`src/rtl/ring_feedback_pkg.sv`:
```
`default_nettype none
// ============================================================================
// Module   : ring_feedback_pkg
// Purpose  : Shared types, widths and the ring permutation used by the
//            registered slice-ring sequencer (ring_feedback_seq).
// Contents : state_t        - sequencer states
//            RING_W         - ring vector width
//            S*_HI / S*_LO  - bounds of the four ring slices
//            ring_step()    - one permutation step of the ring
// Revision : 1.0 - initial release
// ============================================================================
package ring_feedback_pkg;

    typedef enum logic [1:0] {
        IDLE = 2'd0,
        RUN  = 2'd1,
        DONE = 2'd2
    } state_t;

    localparam int RING_W = 10;

    // Ring slices: S0=[1:0], S1=[3:2], S2=[7:4], S3=[9:8]
    localparam int S0_LO = 0;
    localparam int S0_HI = 1;
    localparam int S1_LO = 2;
    localparam int S1_HI = 3;
    localparam int S2_LO = 4;
    localparam int S2_HI = 7;
    localparam int S3_LO = 8;
    localparam int S3_HI = 9;
    // Only the low two bits of S2 feed S3; the upper two are dropped each step
    localparam int S2_FEED_HI = S2_LO + 1;

    // One ring step; every slice reads the pre-step vector.
    function automatic logic [RING_W-1:0] ring_step(input logic [RING_W-1:0] v);
        logic [RING_W-1:0] r;
        r = '0;
        r[S0_HI:S0_LO] = v[S3_HI:S3_LO];
        r[S1_HI:S1_LO] = v[S0_HI:S0_LO];
        r[S2_HI:S2_LO] = {2'b00, v[S1_HI:S1_LO]};
        r[S3_HI:S3_LO] = v[S2_FEED_HI:S2_LO];
        return r;
    endfunction

endpackage
`default_nettype wire

```
`src/rtl/ring_feedback_seq_xcouple.sv`:
```
`default_nettype none
// ============================================================================
// Module   : xcouple_reg
// Purpose  : Registered cross-coupled mux pair. Each output flop selects
//            either its own data input or the other flop's current value,
//            so the a/b feedback loop is always broken by a register.
// Ports    : clk    in  1  clock, posedge
//            rst_n  in  1  asynchronous active-low reset
//            en     in  1  update enable (pair holds when low)
//            ia,ib  in  1  data inputs
//            sa,sb  in  1  selects (1 = take own data input)
//            oa,ob  out 1  registered outputs
// Revision : 1.0 - initial release
// ============================================================================
module xcouple_reg (
    input  logic clk,
    input  logic rst_n,
    input  logic en,
    input  logic ia,
    input  logic ib,
    input  logic sa,
    input  logic sb,
    output logic oa,
    output logic ob
);

    // Both right-hand sides read the pre-edge values, giving a true swap
    // when both selects are low.
    always_ff @(posedge clk or negedge rst_n) begin
        if (!rst_n) begin
            oa <= 1'b0;
            ob <= 1'b0;
        end else if (en) begin
            oa <= sa ? ia : ob;
            ob <= sb ? ib : oa;
        end
    end

endmodule
`default_nettype wire

```
`src/rtl/ring_feedback_seq.sv`:
```
`default_nettype none
// ============================================================================
// Module   : ring_feedback_seq
// Purpose  : Loads a 10-bit seed over valid/ready, applies the slice-ring
//            permutation STEPS times, then presents the result over
//            valid/ready. A registered cross-coupled pair runs alongside.
// Ports    : clk        in  1   clock, posedge
//            rst_n      in  1   asynchronous active-low reset
//            in_valid   in  1   seed valid
//            in_ready   out 1   high only in IDLE
//            in_seed    in  10  ring seed
//            ia,ib      in  1   cross-pair data inputs
//            sa,sb      in  1   cross-pair selects
//            out_valid  out 1   result valid (DONE)
//            out_ready  in  1   result accepted
//            o          out 10  ring state
//            oa,ob      out 1   registered cross-pair outputs
//            par        out 1   registered ^o (only with RING_PARITY_EN)
// Config   : RING_PARITY_EN - adds the registered parity output par
// Revision : 1.0 - initial release
// ============================================================================
module ring_feedback_seq
    import ring_feedback_pkg::*;
#(
    parameter int STEPS = 4,
    parameter int CNT_W = 8
) (
    input  logic              clk,
    input  logic              rst_n,
    input  logic              in_valid,
    output logic              in_ready,
    input  logic [RING_W-1:0] in_seed,
    input  logic              ia,
    input  logic              ib,
    input  logic              sa,
    input  logic              sb,
    output logic              out_valid,
    input  logic              out_ready,
    output logic [RING_W-1:0] o,
    output logic              oa,
`ifdef RING_PARITY_EN
    output logic              ob,
    output logic              par
`else
    output logic              ob
`endif
);

    localparam logic [CNT_W-1:0] LAST_CNT = CNT_W'(STEPS - 1);

    state_t            r_state;
    state_t            w_state_next;
    logic [CNT_W-1:0]  r_cnt;
    logic [RING_W-1:0] r_o;
    logic [RING_W-1:0] w_ring_next;
    logic              w_load;
    logic              w_run;

    assign w_load      = (r_state == IDLE) && in_valid;
    assign w_run       = (r_state == RUN);
    assign w_ring_next = ring_step(r_o);

    // ---------------- FSM ----------------
    always_ff @(posedge clk or negedge rst_n) begin
        if (!rst_n) begin
            r_state <= IDLE;
        end else begin
            r_state <= w_state_next;
        end
    end

    // Handshake outputs depend on state only, so no input reaches an output
    // combinationally.
    always_comb begin
        w_state_next = r_state;
        in_ready     = 1'b0;
        out_valid    = 1'b0;
        case (r_state)
            IDLE: begin
                in_ready = 1'b1;
                if (in_valid) begin
                    w_state_next = RUN;
                end
            end
            RUN: begin
                if (r_cnt == LAST_CNT) begin
                    w_state_next = DONE;
                end
            end
            DONE: begin
                out_valid = 1'b1;
                if (out_ready) begin
                    w_state_next = IDLE;
                end
            end
            default: begin
                w_state_next = IDLE;
            end
        endcase
    end

    // ---------------- Ring datapath ----------------
    // cnt peaks at STEPS (<= 255) on the final step, so it never wraps.
    always_ff @(posedge clk or negedge rst_n) begin
        if (!rst_n) begin
            r_o   <= '0;
            r_cnt <= '0;
        end else if (w_load) begin
            r_o   <= in_seed;
            r_cnt <= '0;
        end else if (w_run) begin
            r_o   <= w_ring_next;
            r_cnt <= r_cnt + CNT_W'(1);
        end
    end

    assign o = r_o;

`ifdef RING_PARITY_EN
    logic r_par;

    // Parity is registered alongside o from the same next value.
    always_ff @(posedge clk or negedge rst_n) begin
        if (!rst_n) begin
            r_par <= 1'b0;
        end else if (w_load) begin
            r_par <= ^in_seed;
        end else if (w_run) begin
            r_par <= ^w_ring_next;
        end
    end

    assign par = r_par;
`else
    // Parity output and flop are not built in this configuration.
`endif

    // ---------------- Cross-coupled pair ----------------
    xcouple_reg u_xcouple (
        .clk   (clk),
        .rst_n (rst_n),
        .en    (w_run),
        .ia    (ia),
        .ib    (ib),
        .sa    (sa),
        .sb    (sb),
        .oa    (oa),
        .ob    (ob)
    );

endmodule
`default_nettype wire
```
`config.mk`:
```
export PLATFORM = sky130hd
export DESIGN_NAME = ring_feedback_seq
export DESIGN_NICKNAME = d
export VERILOG_FILES = /design/src/rtl/ring_feedback_pkg.sv /design/src/rtl/ring_feedback_seq_xcouple.sv /design/src/rtl/ring_feedback_seq.sv
export SDC_FILE = /design/constraint.sdc
export NUM_CORES = 1
export LEC_CHECK = 0
export ABC_CLOCK_PERIOD_IN_PS = 1350
export CAP_MARGIN = 20
export CORE_MARGIN = 3
export CORE_UTILIZATION = 23
export DETAILED_ROUTE_END_ITERATION = 8
export DONT_BUFFER_PORTS = 1
export GPL_TIMING_DRIVEN = 0
export SKIP_CTS_REPAIR_TIMING = 1
export SYNTH_ARGS = -nofsm -noshare
export SYNTH_HDL_FRONTEND = slang
export SYNTH_SLANG_ARGS = --single-unit
```
`constraint.sdc`:
```
create_clock -name clk -period 1.35 [get_ports clk]
set_input_delay 0.3375 -clock clk [delete_from_list [all_inputs] [get_ports clk]]
set_output_delay 0.3375 -clock clk [all_outputs]
set_load 0.005 [all_outputs]
```
==> metrics <==
status=finished clean; number of antenna violations at the first check in global routing=0; critical path's slowest cell=dfrtp_1; diodes inserted=0; CTS buffer count=3; startpoint types=flop; Synth Area in Compound Gates=0.1338; I/O pins=32; PwrDens=2264 nW/um^2; Die ar.=5576 sq um; CP Capture Type=output pin; Initial Util=0.2441; crit-path leading delay family=flip-flops; HP Class=in2reg; Int Pwr=1.765 mW; Starting DRT DRC Count=61; Yosys Warn Count=0; RSZ-0062 raised after global routing=yes; Gate Count Post-Synth=102; Final period util=0.9783; vias in the first global route=768; peak per-stage delay on the critical path=0.48 ns; syn avg cell area=10.64 sq um; CTS tree=built; CP max FO=8; number of fill cells=462; Post-Syn Nets=121; Slew headroom=0.7248; skew final=0.01073 ns; core area=4444 sq um; most instantiated cells after synthesis=30 x nand2_1, 22 x dfrtp_1, 8 x a22oi_2, 6 x mux2i_1, 5 x nand3_2; Post-Place Cell Area=1150 sq um; worst path bufs/invs=0; antenna-violating nets left=0; Sw Pwr=1.085 mW; Async S/R FF share, synth=1.000; Top FF cell, synth=dfrtp_1; combinational share of power=0.352; post-route cell area=1259 sq um; EDFF count, synth=0; Peak VDD IR=0.4652 mV; register area share after synthesis=0.5075; synth-to-layout area growth=16.03%; Hold Slack=0.1826 ns; clock power share=0.215; final setup fails=0; GRT Residual Overflow=0; num rows=24; ratio of cells with drive above 1 in the final layout=0.2407; max cap viols=0; GRT Util Overall=0.09362; nets@finish=128; placed cells=154; # DRC=0; Max Buffers Root-to-Sink=2; multiplexer share of the synthesized area=0.05536; Cell Count, Final, Fillers Out=160; Post-Synth XOR/XNOR Area=0.008074; Routed WL=2322 um; die extent in x=74.68 um; first-pass GRT wire length=3953 um; largest family of logic cells by synthesized area=simple AND/OR/NAND/NOR gates; clk_lat worst skew=0.26 ns; H-Tree Depth=1; Seq pwr share=0.433; Slew @ Worst Pin=0.4125 ns; Synth cell types=24; Achievable Freq=757.2 MHz; area share of fa/ha/maj cells after synthesis=0.01153; DRT Pass-1 Iters=4; flops & latches, synth=22; top post-synthesis cells by area=dfrtp_1 51%, nand2_1 10%, a22oi_2 9.2%; clk sinks=22; die height=74.68 um; Synth Area in Simple Gates=0.2537; Mapped Area=1085 sq um; GPL Wtd Cong=0.6594; Cell Chain, Critical Path=nor2b_1; leading area contributor after synthesis=dfrtp_1; top-count cell post-synth=nand2_1; minimum clock period=1.321 ns; pin count of the biggest net entering global routing=23; Sw Ratio=0.3807; CP arrival=0.98 ns; WS Path Type=reg2out; routed len/inst=14.51 um; DP HPWL=1780 um; Vias=756; P_leak=0.5844 nW; Synth top area share=0.5075; endpoints failing hold=0; Root Buffer=clkbuf_8; Final Max Tran Viols=0; Critical Path RT=1.01 ns; Worst-path clk slew=0.09 ns; vias per inst=4.725; port bufs=0
## cells by family (layout without fill, tap and decap cells)
kind of cell / after synthesis / after routing
and+or+nand+nor: 52 / 52
xor gates and xnor gates: 1 / 1
buffers and inverters: 4 / 10
adders and majority gates: 1 / 1
DFF: 22 / 22
muxes: 6 / 6
AOI/OAI and AO/OA: 16 / 16
## sequential cells by signal, summed over array words and instances (netlist names)
signal and flops:
r_state 2, o 10, u_xcouple.oa 1, u_xcouple.ob 1, r_cnt 8
## cell type report
| type | instances | area, sq um | share of cell area |
|---|---|---|---|
| flip-flops and latches | 22 | 551.8 | 0.4384 |
| multi-input cells | 76 | 505.5 | 0.4016 |
| well taps | 52 | 65.06 | 0.05169 |
| clock buffers | 3 | 41.29 | 0.03280 |
| plain buffers | 4 | 35.03 | 0.02783 |
| clock inverters | 1 | 30.03 | 0.02386 |
| repair buffers | 2 | 30.03 | 0.02386 |
## power by group through the flow
stage	clock network (mW)	registers [mW]	logic [mW]
floorplan	0	1.15	0.828
global placement	0	1.24	0.962
detailed placement	0	1.25	0.987
CTS	0.627	1.24	0.988
global route	0.659	1.28	1.14
finish	0.612	1.23	1.00
## worst paths after layout
check,startpoint,end,slack [ns],cells past startpoint
max reg2reg,r_state[0]$_DFFE_PN0P_,r_cnt[2]$_DFFE_PN0P_,0.07,4
min reg2reg,r_cnt[7]$_DFFE_PN0P_,r_cnt[7]$_DFFE_PN0P_,0.48,1
max,r_state[0]$_DFFE_PN0P_,out_valid,0.03,1
min in group asynchronous,rst_n,r_cnt[5]$_DFFE_PN0P_,0.49,2
max in group asynchronous,rst_n,o[6]$_DFFE_PN0P_,0.72,2
min,in_seed[8],o[8]$_DFFE_PN0P_,0.18,2
## per-stage QoR
step / worst slack, ns / TNS [ns] / util / power, mW
global route: -0.009203 / -0.009203 / 0.2832 / 3.081
detailed placement: 0.01651 / 0 / 0.2587 / 2.238
floorplan: 0.1720 / 0 / - / 1.980
global placement: 0.04705 / 0 / 0.2587 / 2.197
CTS: -0.0004858 / -0.0004858 / 0.2748 / 2.851
finish: 0.02928 / 0 / 0.2832 / 2.850
## cell usage in the layout, fill, tap and decap left out, types with 2 or more instances in the layout
master / n
mux2i_1: 6
o21ai_0: 4
nand3_1: 2
buf_6: 2
and3_1: 2
o21ai_1: 2
dfrtp_1: 21
nand3_2: 5
nand2_1: 30
nand2b_1: 2
clkbuf_8: 3
a22oi_2: 8
nor2_1: 2
nand4_1: 3
## routing by layer
| metal | vias to the layer above | track usage | part of all wire |
|---|---|---|---|
| met3 | 0 | 0.04406 | 0.082 |
| met4 | 0 | 0.02964 | 0 |
| met1 | 369 | 0.1049 | 0.41 |
| met2 | 21 | 0.1580 | 0.51 |
| li1 | 366 | - | - |
| met5 | - | 0 | 0 |
(Power assumes the default switching activity.)
